File: src/rtl/lc3_console_io.sv
// LC-3 memory-mapped console: keyboard (KBSR/KBDR) and display (DSR/DDR) at xFE00-xFE06.
// Keyboard bytes are queued in a small FIFO ahead of the KBDR holding register; the display is a one-byte valid/ready source.
module lc3_console_io #(
    parameter int KB_DEPTH = 4
) (
    input  logic        clk,
    input  logic        reset,
    input  logic [15:0] cpu_addr,
    input  logic [15:0] cpu_wdata,
    input  logic        cpu_we,
    input  logic        cpu_re,
    output logic        io_hit,
    output logic [15:0] io_rdata,
    input  logic        kb_valid,
    input  logic [7:0]  kb_data,
    output logic        kb_ready,
    output logic        dsp_valid,
    output logic [7:0]  dsp_data,
    input  logic        dsp_ready,
    output logic        irq
);

    localparam int PW = (KB_DEPTH > 1) ? $clog2(KB_DEPTH) : 1;
    localparam int CW = PW + 1;
    localparam logic [CW-1:0] KB_FULL_CNT = CW'(KB_DEPTH);
    localparam logic [15:0]   ADDR_KBSR   = 16'hFE00;
    localparam logic [15:0]   ADDR_KBDR   = 16'hFE02;
    localparam logic [15:0]   ADDR_DSR    = 16'hFE04;
    localparam logic [15:0]   ADDR_DDR    = 16'hFE06;

    typedef enum logic [0:0] {
        DSP_IDLE = 1'b0,
        DSP_BUSY = 1'b1
    } dsp_state_t;

    logic [7:0]    kb_mem_r [KB_DEPTH];
    logic [PW-1:0] rd_ptr_r;
    logic [PW-1:0] wr_ptr_r;
    logic [CW-1:0] count_r;
    logic [7:0]    kbdr_r;
    logic          kb_full_r;
    logic          kb_ie_r;
    logic          dsp_ie_r;
    dsp_state_t    dsp_state_r;
    logic [7:0]    dsp_data_r;

    logic push_s;
    logic pop_s;
    logic kbdr_read_s;
    logic wr_kbsr_s;
    logic wr_dsr_s;
    logic wr_ddr_s;
    logic dsp_rdy_s;
    logic wdata_unused_s;

    // Only bit 14 and the low byte of the write data carry meaning.
    assign wdata_unused_s = ^{cpu_wdata[15], cpu_wdata[13:8]};

    assign kb_ready    = (count_r != KB_FULL_CNT);
    assign push_s      = kb_valid & kb_ready;
    assign pop_s       = ~kb_full_r & (count_r != {CW{1'b0}});
    assign kbdr_read_s = kb_full_r & cpu_re & (cpu_addr == ADDR_KBDR);
    assign wr_kbsr_s   = cpu_we & (cpu_addr == ADDR_KBSR);
    assign wr_dsr_s    = cpu_we & (cpu_addr == ADDR_DSR);
    assign wr_ddr_s    = cpu_we & (cpu_addr == ADDR_DDR);
    assign dsp_rdy_s   = (dsp_state_r == DSP_IDLE);
    assign dsp_valid   = (dsp_state_r == DSP_BUSY);
    assign dsp_data    = dsp_data_r;
    assign irq         = (kb_full_r & kb_ie_r) | (dsp_rdy_s & dsp_ie_r);

    // Address decode and read-data mux for the MDR path.
    always_comb begin
        io_hit   = 1'b0;
        io_rdata = 16'h0000;
        case (cpu_addr)
            ADDR_KBSR: begin
                io_hit   = 1'b1;
                io_rdata = {kb_full_r, kb_ie_r, 14'h0000};
            end
            ADDR_KBDR: begin
                io_hit   = 1'b1;
                io_rdata = {8'h00, kbdr_r};
            end
            ADDR_DSR: begin
                io_hit   = 1'b1;
                io_rdata = {dsp_rdy_s, dsp_ie_r, 14'h0000};
            end
            ADDR_DDR: begin
                io_hit   = 1'b1;
                io_rdata = 16'h0000;
            end
            default: begin
                io_hit   = 1'b0;
                io_rdata = 16'h0000;
            end
        endcase
    end

    // Keyboard FIFO storage; contents are meaningless once the pointers reset.
    always_ff @(posedge clk) begin
        if (push_s) begin
            kb_mem_r[wr_ptr_r] <= kb_data;
        end
    end

    // Keyboard FIFO pointers and occupancy.
    always_ff @(posedge clk or negedge reset) begin
        if (!reset) begin
            rd_ptr_r <= {PW{1'b0}};
            wr_ptr_r <= {PW{1'b0}};
            count_r  <= {CW{1'b0}};
        end else begin
            if (push_s) begin
                wr_ptr_r <= wr_ptr_r + PW'(1'b1);
            end
            if (pop_s) begin
                rd_ptr_r <= rd_ptr_r + PW'(1'b1);
            end
            case ({push_s, pop_s})
                2'b10:   count_r <= count_r + CW'(1'b1);
                2'b01:   count_r <= count_r - CW'(1'b1);
                default: count_r <= count_r;
            endcase
        end
    end

    // KBDR holding register; a consuming read blocks refill for that edge.
    always_ff @(posedge clk or negedge reset) begin
        if (!reset) begin
            kbdr_r    <= 8'h00;
            kb_full_r <= 1'b0;
        end else if (kbdr_read_s) begin
            kb_full_r <= 1'b0;
        end else if (pop_s) begin
            kbdr_r    <= kb_mem_r[rd_ptr_r];
            kb_full_r <= 1'b1;
        end
    end

    // Interrupt-enable bits of KBSR and DSR.
    always_ff @(posedge clk or negedge reset) begin
        if (!reset) begin
            kb_ie_r  <= 1'b0;
            dsp_ie_r <= 1'b0;
        end else begin
            if (wr_kbsr_s) begin
                kb_ie_r <= cpu_wdata[14];
            end
            if (wr_dsr_s) begin
                dsp_ie_r <= cpu_wdata[14];
            end
        end
    end

    // Display FSM: DDR writes while BUSY are dropped.
    always_ff @(posedge clk or negedge reset) begin
        if (!reset) begin
            dsp_state_r <= DSP_IDLE;
            dsp_data_r  <= 8'h00;
        end else begin
            case (dsp_state_r)
                DSP_IDLE: begin
                    if (wr_ddr_s) begin
                        dsp_state_r <= DSP_BUSY;
                        dsp_data_r  <= cpu_wdata[7:0];
                    end
                end
                DSP_BUSY: begin
                    if (dsp_ready) begin
                        dsp_state_r <= DSP_IDLE;
                    end
                end
                default: dsp_state_r <= DSP_IDLE;
            endcase
        end
    end

endmodule

File: config.mk
export PLATFORM = sky130hd
export DESIGN_NAME = lc3_console_io
export DESIGN_NICKNAME = d
export VERILOG_FILES = /design/src/rtl/lc3_console_io.sv
export SDC_FILE = /design/constraint.sdc
export NUM_CORES = 1
export LEC_CHECK = 0
export CAP_MARGIN = 20
export CORE_AREA = 2 2 105 107
export CTS_CLUSTER_SIZE = 40
export DETAILED_ROUTE_END_ITERATION = 8
export DIE_AREA = 0 0 107 109
export PLACE_DENSITY = 0.49
export SLEW_MARGIN = 20
export SYNTH_ARGS = -nofsm -noshare
export SYNTH_HDL_FRONTEND = slang
export SYNTH_SLANG_ARGS = --single-unit
File: constraint.sdc
create_clock -name clk -period 2.5 [get_ports clk]
set_input_delay 0.5 -clock clk [delete_from_list [all_inputs] [get_ports clk]]
set_output_delay 0.5 -clock clk [all_outputs]
set_load 0.05 [all_outputs]
* Yosys cells after proc, flatten, opt, wreduce, memory -nomap -nowiden
Memories as Yosys holds them, arrays and structs flattened. A register that Yosys moved wholly into a read port is not among the register bits. Cells that the tools add are included.
Storage, ports and cells: memory bits (writable) 32, bits of input ports 46, word-level logic and storage cells 50, output and inout bits 28, bits in registers 19, memories kept 1
Memories:
- kb_mem_r | words 4, bits a word 8, read ports 1, clocked after memory_dff 1, wr ports 1, RTL line 36 | logic [7:0] kb_mem_r [KB_DEPTH];
Operators by class: add/subtract/negate cells 4, reductions and logical operators 7, multiplexer cells 10, bitwise operators 13, equality and inequality tests 7
Operators with widths (count):
- $eq 16x16->1 const B | 4
- $pmux 16 s3 | 1
- $and 1x1->1 | 9
- $mux 1 | 7
- $pmux 3 s2 | 1
- $add 2x1->2 const B | 2
- $reduce_and 2->1 | 2
- $reduce_bool 2->1 | 2
- $reduce_or 4->1 | 1
- $add 3x1->3 const B | 1
- $ne 3x3->1 const B | 1
- $not 1->1 | 3
- $reduce_bool 3->1 | 1
- $sub 3x1->3 const B | 1
- $eq 2x1->1 const B | 1
- $eq 2x2->1 const B | 1
- $pmux 1 s2 | 1
- $logic_not 1->1 | 1
- $or 1x1->1 | 1

* Longest topological paths before layout
Gate-level depths: netlist of run 1.
word-level depth 4, gate-level depth with buffers 10, gate-level depth less buffers 10

* Least setup slack after synthesis of run 1
OpenSTA, ideal clock, no wires.
kind input -> output, from input cpu_addr[0], to output io_rdata[15], arrival time 2.621 ns, stages on the path 4, path buffers 0, slack -0.621 ns, required time 2.000 ns, cell sequence or4_4 > nor4_1 > nand2_1 > a211oi_1
Between the ends: word-level cells in the longest chain between the ends 2, elaborated cells on any way between the ends 4, those cells by class eq/ne: 3; mux: 1
Ends and longest elaborated chain:
- start: declaration | RTL line 8 | input logic [15:0] cpu_addr,
- $eq 16x16->1 | RTL line 75 | case (cpu_addr)
- $pmux 16 s3 * | RTL line 75
- end: declaration | RTL line 13 | output logic [15:0] io_rdata,
Every way passes the cells marked *; elsewhere a longest branch is shown, timed or not.

* Final worst setup path of run 1
from input cpu_addr[5], to output io_rdata[5]
Same word-level chain as after synthesis.

==> reports/metrics.sh, run 1 <==
OUTCOME='finished, final reports clean'
LARGEST_FAMILY_OF_LOGIC_CELLS_BY_SYNTHESIZED_AREA='multiplexers'
CRIT_REQUIRED_PS=2000
ASYNC_FLOP_SHARE=0.458
FIN_SKEW_PS=3.90
INITIAL_UTILIZATION=0.241
DIE_W_MICRONS=107
CTS_INSERTED_BUFFERS=9
SYNTHDISTINCTLIBCELLS=34
DRV_CAP=0
YOSYSSEQAREASHARE=0.640
NUM_IO_PINS=74
PLACE.PORT_BUFFERS=60
TIMING.REG2REG.WORST_PATH_DEPTH=10
WORST_SLEW_MARGIN_REL=0.601
POSTLAYOUTCOREUTIL=0.353
POST_ROUTE_CLOCK_PERIOD_UTILIZATION=0.986
CTSHOLDBUFFERS=0
IR_DROP_WORST_VDD_uV=254
HOLDCRITSTARTPOINT='count_r[2]'
SYN2LAYOUT_AREA_GROWTH_PCT=46.4
SYNTH.FF_LATCH_COUNT=59
FIRST_ITER_VIOLATIONS=61
TOTAL_LEAKAGE_POWER_uW=0.00149
FINAL_CELL_COUNT_NO_FILL=384
CLOCK_TREE.ROOT_CELL='clkbuf_8'
FIN_TOTAL_PWR_uW=2500
STDCELL_AREA_SQ_UM=3740
CP_SLOWEST_CELL='or4_4'
SYNTH_COMPOUND_GATE_AREA_SHARE=0.0113
GP_ROUTABILITY_CONGESTION=0.755
FP-ROW-COUNT=38
REG2REG_TO='count_r[2]'
ROUTED_WIRE_LENGTH_PER_INSTANCE_MICRONS=13.7
LAYOUT.NETS=291
DPL.CELL_COUNT=364
TIMING.REG2REG.SETUP_SLACK_PS=400
DRT-PASS1-ITER-COUNT=4
SYNTHESIS.AREA_PER_INSTANCE_SQ_UM=16.4
CORE_SQ_UM=10600
POST-ROUTE-DRC-COUNT=0
DETAIL_ROUTE.WIRELENGTH_MM=5.24
DIE_AREA_SQ_UM=11700
STARTPOINT_TYPE='primary input'
GRT_PASS1_WL_MM=8.18
SIMPLE_GATE_SHARE_OF_THE_SYNTHESIZED_AREA=0.0998
GRT_PASS1_VIAS=1590
ROUTE.VIAS.TOTAL=1558
POST_DRT_VIA_CELL_RATIO=4.06
LAYOUT-DRIVE-GT1-SHARE=0.377
MIN_PATH_CELLS=1
HOLD-PATH-ENDPOINT='count_r[2]'
HTREEDEPTH=3
SETUP_VIOL=0
POST_SYNTH_FA_HA_MAJ_AREA_FRACTION=0.0323
GRT.OVERFLOW.TOTAL=0
ANTENNA_FOUND_INITIAL=0
DETAILEDPLACEMENTHPWL_MM=3.63
YOSYS_WARNINGS=0
TIMING.FINAL.MAX_SLEW_VIOLATIONS=0
ROUTE.ANTENNA.REMAINING_NETS=0
CTS.SINK_COUNT=59
ACHIEVABLE-FREQUENCY_MHz=406
SYNTH.CELL_AREA_SQ_UM=2560
TIMING.CRITICAL_PATH.CELLS='buf_6 -> or4_4 -> nor4_4 -> buf_4 -> and2_4 -> buf_12'
MUXSHAREOFSYNTHAREA=0.162
PATH_CLASS='primary input to output port'
DIODES=0
CLK_LATENCY_PS=330
DOMINANTREGCELLSYNTH='edfxtp_1'
FINAL_COMMON_CELL='clkdlybuf4s50_1'
FINALWORSTPATHREQUIREDPERIOD_PS=2470
REG2REG_FROM='count_r[0]'
CP_DATA_ARRIVAL_TIME_PS=1970
SYNTH_CELLS=156
REPORT.FINAL.HOLD_VIOL_COUNT=0
POSTLAYOUTSETUPSLACKWORST_PS=34.0
MAX_STAGE_DELAY_PS=570
SYNTH_ENABLE_FLOP_CELLS=32
WORSTHOLDPATHTYPE='flip-flop to flip-flop'
FINAL_CELL_MIX='clkdlybuf4s50_1, edfxtp_1, dfrtp_1'
LEAST_MARGIN_PIN_SLEW_PS=599
SYNTHXORXNORAREAFRAC=0.0205
DIEHEIGHT_MICRONS=109
GRT_START_MAX_NET_PINS=28
ENDPOINT_KIND='output port'
CTS_BUFFER_DEPTH=2
PLACE_WORST_SETUP_SLACK_PS=-457
POST_DP_CELL_AREA_SQ_UM=3510
TRITONCTS_CLOCK_TREE='done'
POWERDENSITY_nW_PER_UM2=667
TOTAL_TRACK_USAGE=0.0950
RSZ0062_AT_GRT='yes'
WORST-PATH-MAX-FANOUT=4
PATH_CLK_SLEW_PS=70
-- cells by family (layout without fill, tap and decap cells) --
| kind of cell | count (synthesis) | after routing |
|---|---|---|
| simple gates | 35 | 35 |
| fa+ha+maj | 6 | 6 |
| xor+xnor | 6 | 6 |
| mux | 29 | 29 |
| flops | 59 | 59 |
| compound gates | 4 | 4 |
| other cells | 1 | 6 |
| buf+inv | 16 | 99 |
-- state kept, by name, indices dropped and copies added, names as in the netlist --
name       flops
rd_ptr_r       2
dsp_valid      1
kb_ie_r        1
dsp_data       8
wr_ptr_r       2
kb_full_r      1
count_r        3
dsp_ie_r       1
kb_mem_r      32
kbdr_r         8
-- cell type report --
type,count,area (sq um)
clock buffer,10,128
clock inverter,6,66.3
fill,1034,6860
inverter,7,26.3
multi-input combinational,86,912
sequential,59,1640
tap,140,175
timing repair buffer,76,801
-- metrics by stage --
| step | hold slack [ps] | setup TNS, ps |
|---|---|---|
| floorplan | 204 | -65.1 |
| global placement | 483 | -4060 |
| detailed placement | 488 | -3820 |
| CTS | 504 | 0 |
| global route | 522 | -61.4 |
| finish | 497 | 0 |
-- worst max-delay path by stage --
stage	startpoint	endpoint	slack, ps	depth (start not counted)
final	cpu_addr[5]	io_rdata[5]	30	6
after global routing	cpu_addr[5]	io_rdata[5]	-20	6
after CTS	cpu_addr[1]	io_rdata[1]	10	6
after detailed placement	cpu_addr[0]	io_rdata[15]	-460	6
after global placement	cpu_addr[0]	io_rdata[15]	-400	6
after floorplan	cpu_addr[0]	kb_ie_r	-50	4
-- critical path: cells and delay by family --
kind                   cells  cell delay [ps]
AND/OR/NAND/NOR            3             1040
buffers and inverters      3              420
-- where the power goes --
group	switching, uW	leakage [uW]	total [uW]	internal [uW]
combinational	232	0.000771	410	179
sequential	57.3	0.000630	1250	1190
clock	380	0.0000901	840	460
total	669	0.00149	2500	1830
-- layer usage --
layer / GRT usage / share of wire
met5: 0 / 0
met4: 0.0362 / 0.013
met2: 0.157 / 0.49
met3: 0.0448 / 0.092
met1: 0.107 / 0.41
-- synth_stat cells, types with 2 or more instances --
master,number,area (sq um)
mux2_2,19,214
and2_1,9,56.3
xor2_1,3,26.3
ha_1,5,62.6
dfrtp_1,27,676
nor2_1,6,22.5
nand2_1,3,11.3
nand4_1,2,12.5
mux4_2,8,180
mux2i_1,2,20.0
buf_4,6,45.0
inv_1,7,26.3
xnor2_1,3,26.3
and3_1,5,31.3
edfxtp_1,32,961
-- what timing repair did --
item,4_1_cts,5_1_grt
gates resized for setup,45,3
pin swaps,11,2
buffers inserted,2,1
cloned,1,0
setup endpoints to repair,11,9
(Power assumes the default switching activity.)
==> run 2: changes to the inputs <==
==> config.mk (replaced) <==
export PLATFORM = sky130hd
export DESIGN_NAME = lc3_console_io
export DESIGN_NICKNAME = d
export VERILOG_FILES = /design/src/rtl/lc3_console_io.sv
export SDC_FILE = /design/constraint.sdc
export NUM_CORES = 1
export LEC_CHECK = 0
export ABC_CLOCK_PERIOD_IN_PS = 2500
export CAP_MARGIN = 20
export CORE_AREA = 2 2 83 85
export CTS_CLUSTER_SIZE = 40
export DETAILED_ROUTE_END_ITERATION = 8
export DIE_AREA = 0 0 85 87
export PLACE_DENSITY = 0.7
export SYNTH_ARGS = -nofsm -noshare
export SYNTH_HDL_FRONTEND = slang
export SYNTH_SLANG_ARGS = --single-unit
==> reports/metrics.sh, run 2 (same netlist as run 1, synthesis figures left out) <==
FIN_SKEW_PS=3.87
POST_DRT_VIA_CELL_RATIO=4.82
FINAL_COMMON_CELL='clkdlybuf4s50_1'
FIN_TNS_SETUP_PS=0
CLOCK_TREE.ROOT_CELL='clkbuf_8'
DIE_AREA_SQ_UM=7400
HOLD_WS_PS=503
FLIP_FLOP_COUNT_OF_THE_LARGEST_REGISTER_ALL_COPIES_AND_WORDS_ADDED=32
REGMOSTFLOPS='kb_mem_r'
SETUP.WORST_PATH.START='cpu_addr[4]'
CTS.SINK_COUNT=59
CTSHOLDBUFFERS=0
CRIT_REQUIRED_PS=2000
PATH_CLK_SLEW_PS=60
WORST_SLEW_MARGIN_REL=0.607
FP-ROW-COUNT=30
CORE_SQ_UM=6570
ROUTE.VIAS.TOTAL=1563
LEAST_MARGIN_PIN_SLEW_PS=590
HTREEDEPTH=3
ENDPOINT_KIND='output port'
POSTLAYOUTSETUPSLACKWORST_PS=67.6
LAYOUT-DRIVE-GT1-SHARE=0.373
WORSTHOLDPATHTYPE='flip-flop to flip-flop'
CTS_INSERTED_BUFFERS=9
RSZ0062_AT_GRT='no'
MET2_LENGTH_MM=2.39
TRITONCTS_CLOCK_TREE='done'
GRT_START_MAX_NET_PINS=28
GRT_PASS1_VIAS=1592
CTS_BUFFER_DEPTH=2
FILLERS=532
WORST-PATH-MAX-FANOUT=4
REPORT.FINAL.HOLD_VIOL_COUNT=0
DRT-PASS1-ITER-COUNT=4
MET3ROUTEDLENGTH_MICRONS=393
DIODES=0
TOTAL_TRACK_USAGE=0.139
CP_DATA_ARRIVAL_TIME_PS=1930
ROUTED_WIRE_LENGTH_PER_INSTANCE_MICRONS=15.0
DIE_W_MICRONS=85
PLACE_WORST_SETUP_SLACK_PS=-427
HOLDCRITSTARTPOINT='count_r[2]'
GRT_PASS1_WL_MM=7.57
FINAL_CELL_MIX='clkdlybuf4s50_1, edfxtp_1, dfrtp_1'
INITIAL_UTILIZATION=0.389
OUTCOME='finished, final reports clean'
ROUTE.ANTENNA.REMAINING_NETS=0
TIMING.FINAL.MAX_SLEW_VIOLATIONS=0
REG2REG_FROM='count_r[0]'
IR_DROP_WORST_VDD_uV=397
NUM_IO_PINS=74
ACHIEVABLE-FREQUENCY_MHz=411
SETUP_VIOL=0
HIGHEST-SIGNAL-LAYER='met4'
POSTLAYOUTCOREUTIL=0.555
DIEHEIGHT_MICRONS=87
POST_ROUTE_CLOCK_PERIOD_UTILIZATION=0.973
FIRST_ITER_VIOLATIONS=48
POWERDENSITY_nW_PER_UM2=661
ANTENNA_FOUND_INITIAL=0
DETAIL_ROUTE.WIRELENGTH_MM=4.85
TOTAL_LEAKAGE_POWER_uW=0.00149
GP_ROUTABILITY_CONGESTION=0.764
PATH_CLASS='primary input to output port'
FIN_TOTAL_PWR_uW=2410
DETAILEDPLACEMENTHPWL_MM=3.39
SYN2LAYOUT_AREA_GROWTH_PCT=42.7
CLK_LATENCY_PS=330
FINALWORSTPATHREQUIREDPERIOD_PS=2430
STARTPOINT_TYPE='primary input'
PLACE.PORT_BUFFERS=60
LAYOUT.NETS=291
DRT-MET1-WL_MM=1.99
GRT.OVERFLOW.TOTAL=0
TIMING.REG2REG.SETUP_SLACK_PS=400
POST-ROUTE-DRC-COUNT=0
DRV_CAP=0
## run 2: changes by cell type in the layout (fill, tap and decap cells not counted), moves of 2 or more
cell,previous run,this run
clkinv_2,0,2
clkbuf_1,1,3
clkinvlp_4,2,0
clkbuf_2,0,2
clkbuf_8,9,11
buf_2,5,3
clkinv_4,2,0
## run 2: repair_timing
| action | 4_1_cts | 5_1_grt |
|---|---|---|
| endpoints found under the setup margin | 11 | 5 |
| resized for setup | 44 | 4 |
| endpoints found under the hold margin | 0 | 0 |
| setup buffers | 3 | 1 |
| gates cloned | 1 | 0 |
| pin swaps | 10 | 3 |
## run 2: metal layers
layer | up-vias | track usage
met4 | 0 | 0.0736
met5 | - | 0
met2 | 68 | 0.227
li1 | 728 | -
met1 | 757 | 0.169
met3 | 10 | 0.0389
## run 2: critical path: stages
cell,delay [ps]
buf_6,90
or4_4,570
nor4_4,290
buf_4,190
and2_4,160
buf_12,130
## run 2: path summary, 6_finish.rpt
| kind | cells past startpoint | to |
|---|---|---|
| worst max-delay path | 6 | io_rdata[5] |
| worst min-delay path | 1 | count_r[2] |
| worst max register to register | 10 | count_r[2] |
| worst min register to register | 1 | count_r[2] |
| max in group asynchronous | 2 | kbdr_r[5] |
| min in group asynchronous | 2 | dsp_data[6] |
## run 2: area by class of cell
| type | count | area [sq um] | area share |
|---|---|---|---|
| clock inverter | 2 | 10.0 | 0.00274 |
| inverter | 7 | 26.3 | 0.00720 |
| clock buffer | 14 | 163 | 0.0446 |
| timing repair buffer | 76 | 801 | 0.219 |
| sequential | 59 | 1640 | 0.449 |
| tap | 80 | 100 | 0.0274 |
| multi-input combinational | 86 | 912 | 0.250 |
## run 2: where the power goes
group	internal (uW)	total, uW	leakage (uW)	switching, uW
clock	412	752	0.0000905	341
sequential	1190	1250	0.000630	58.2
combinational	180	411	0.000771	232
## run 2: through the flow
step | std cells | instance area, sq um
floorplan | 161 | 2590
finish | 324 | 3650
global route | 324 | 3650
detailed placement | 303 | 3430
CTS | 323 | 3640
global placement | 303 | 3430
==> run 3: changes to the inputs <==
--- a/config.mk
+++ b/config.mk
@@ -7,10 +7,10 @@
 export LEC_CHECK = 0
 export ABC_CLOCK_PERIOD_IN_PS = 2500
 export CAP_MARGIN = 20
-export CORE_AREA = 2 2 83 85
+export CORE_AREA = 2 2 88 81
 export CTS_CLUSTER_SIZE = 40
 export DETAILED_ROUTE_END_ITERATION = 8
-export DIE_AREA = 0 0 85 87
+export DIE_AREA = 0 0 90 83
 export PLACE_DENSITY = 0.7
 export SYNTH_ARGS = -nofsm -noshare
 export SYNTH_HDL_FRONTEND = slang
==> reports/metrics.sh, run 3 (same netlist as run 1, synthesis figures left out) <==
OUTCOME='finished, final reports clean'
CP_DATA_ARRIVAL_TIME_PS=1990
CORE_SQ_UM=6520
CP_SLOWEST_CELL='or4b_4'
ROUTED_WIRE_LENGTH_PER_INSTANCE_MICRONS=14.7
ACHIEVABLE-FREQUENCY_MHz=401
HOLDCRITSTARTPOINT='dsp_data[3]'
REGMOSTFLOPS='kb_mem_r'
ANTENNA_FOUND_INITIAL=0
POST-ROUTE-DRC-COUNT=0
DIE_W_MICRONS=90
NUM_IO_PINS=74
FINAL_CELL_COUNT_NO_FILL=335
FLIP_FLOP_COUNT_OF_THE_LARGEST_REGISTER_ALL_COPIES_AND_WORDS_ADDED=32
HOLD_WS_PS=506
REG2REG_FROM='count_r[0]'
POWERDENSITY_nW_PER_UM2=726
TOTAL_LEAKAGE_POWER_uW=0.00153
FIRST_ITER_VIOLATIONS=47
STDCELL_AREA_SQ_UM=3750
PLACE.PORT_BUFFERS=60
CTS.SINK_COUNT=59
CTSHOLDBUFFERS=0
WORST_SLEW_MARGIN_REL=0.602
TIMING.REG2REG.SETUP_SLACK_PS=410
FILLERS=525
DIODES=0
DRV_CAP=0
TRITONCTS_CLOCK_TREE='done'
ROUTE.ANTENNA.REMAINING_NETS=0
RSZ0062_AT_GRT='yes'
DIE_AREA_SQ_UM=7470
PATH_CLASS='primary input to output port'
POST_DP_CELL_AREA_SQ_UM=3440
STARTPOINT_TYPE='primary input'
GP_ROUTABILITY_CONGESTION=0.707
FINALWORSTPATHREQUIREDPERIOD_PS=2490
SETUP.WORST_PATH.START='cpu_addr[6]'
HTREEDEPTH=3
POSTLAYOUTCOREUTIL=0.576
POST_ROUTE_CLOCK_PERIOD_UTILIZATION=0.997
INITIAL_UTILIZATION=0.392
DETAILEDPLACEMENTHPWL_MM=3.41
FIN_TOTAL_PWR_uW=2720
LAYOUT.NETS=292
TIMING.CRITICAL_PATH.CELLS='buf_6 -> or4b_4 -> nor4_4 -> buf_4 -> and2_4 -> buf_12'
DETAIL_ROUTE.WIRELENGTH_MM=4.94
ROUTE.VIAS.TOTAL=1553
MIN_PATH_CELLS=1
DIEHEIGHT_MICRONS=83
REPORT.FINAL.HOLD_VIOL_COUNT=0
DRT-PASS1-ITER-COUNT=4
GRT_PASS1_WL_MM=8.05
CLOCK_TREE.ROOT_CELL='clkbuf_8'
POST_DRT_VIA_CELL_RATIO=4.64
CTS_BUFFER_DEPTH=2
WORST-PATH-MAX-FANOUT=4
FIN_SKEW_PS=13.2
FP-ROW-COUNT=28
GRT_START_MAX_NET_PINS=28
TOTAL_TRACK_USAGE=0.142
CLK_LATENCY_PS=340
TIMING.FINAL.MAX_SLEW_VIOLATIONS=0
ENDPOINT_KIND='output port'
LEAST_MARGIN_PIN_SLEW_PS=597
GRT.OVERFLOW.TOTAL=0
DPL.CELL_COUNT=313
CRIT_REQUIRED_PS=2000
SETUP_VIOL=0
LAYOUT-DRIVE-GT1-SHARE=0.392
PATH_CLK_SLEW_PS=70
WORSTHOLDPATHTYPE='flip-flop to flip-flop'
FINAL_CELL_MIX='clkdlybuf4s50_1, edfxtp_1, dfrtp_1'
MAX_STAGE_DELAY_PS=550
TIMING.REG2REG.WORST_PATH_DEPTH=10
CTS_INSERTED_BUFFERS=9
GRT_PASS1_VIAS=1609
SYN2LAYOUT_AREA_GROWTH_PCT=46.7
IR_DROP_WORST_VDD_uV=495
FINAL_COMMON_CELL='clkdlybuf4s50_1'
run 3: worst max-delay path: cells and delay by family:
family        cells  cell delay [ps]
buf+inv           3              420
simple gates      3             1070
run 3: layout make-up:
cell class                      instances  area [sq um]  area share
Inverter                                7          26.3     0.00700
Timing Repair Buffer                   77           816       0.217
Clock buffer                            9           124      0.0330
Clock inverter                          7           124      0.0330
Tap cell                               90           113      0.0300
Multi-Input combinational cell         86           912       0.243
Sequential cell                        59          1640       0.436
run 3: path summary, 6_finish.rpt:
path | end
max | io_rdata[0]
min | dsp_data[3]
max reg2reg | count_r[2]
min reg2reg | dsp_data[3]
max in group asynchronous | wr_ptr_r[1]
min in group asynchronous | dsp_data[4]
run 3: timing repair:
action | CTS | global route
buffers inserted | 2 | 3
pin swaps | 9 | 9
hold endpoints to repair | 0 | 0
resized for setup | 47 | 6
setup endpoints to repair | 11 | 9
cloned | 1 | 0
run 3: stage by stage:
stage	setup TNS [ps]	setup WS (ps)
2_1_floorplan	-65.1	-53.5
3_3_place_gp	-3500	-394
3_5_place_dp	-4000	-413
4_1_cts	0	0.895
5_1_grt	-183	-52.5
6_report	0	6.93
run 3: power breakdown:
group          leakage (uW)  internal, uW  switching, uW
Clock              0.000120           668            404
Combinational      0.000781           180            224
Sequential         0.000630          1190           57.1
Total               0.00153          2040            685
run 3: routing by layer:
layer	vias up	wire, microns	GRT usage
met5	-	0	0
met4	0	63	0.0420
met3	6	385	0.0744
met2	63	2450	0.230
met1	753	2040	0.163
li1	731	-	-
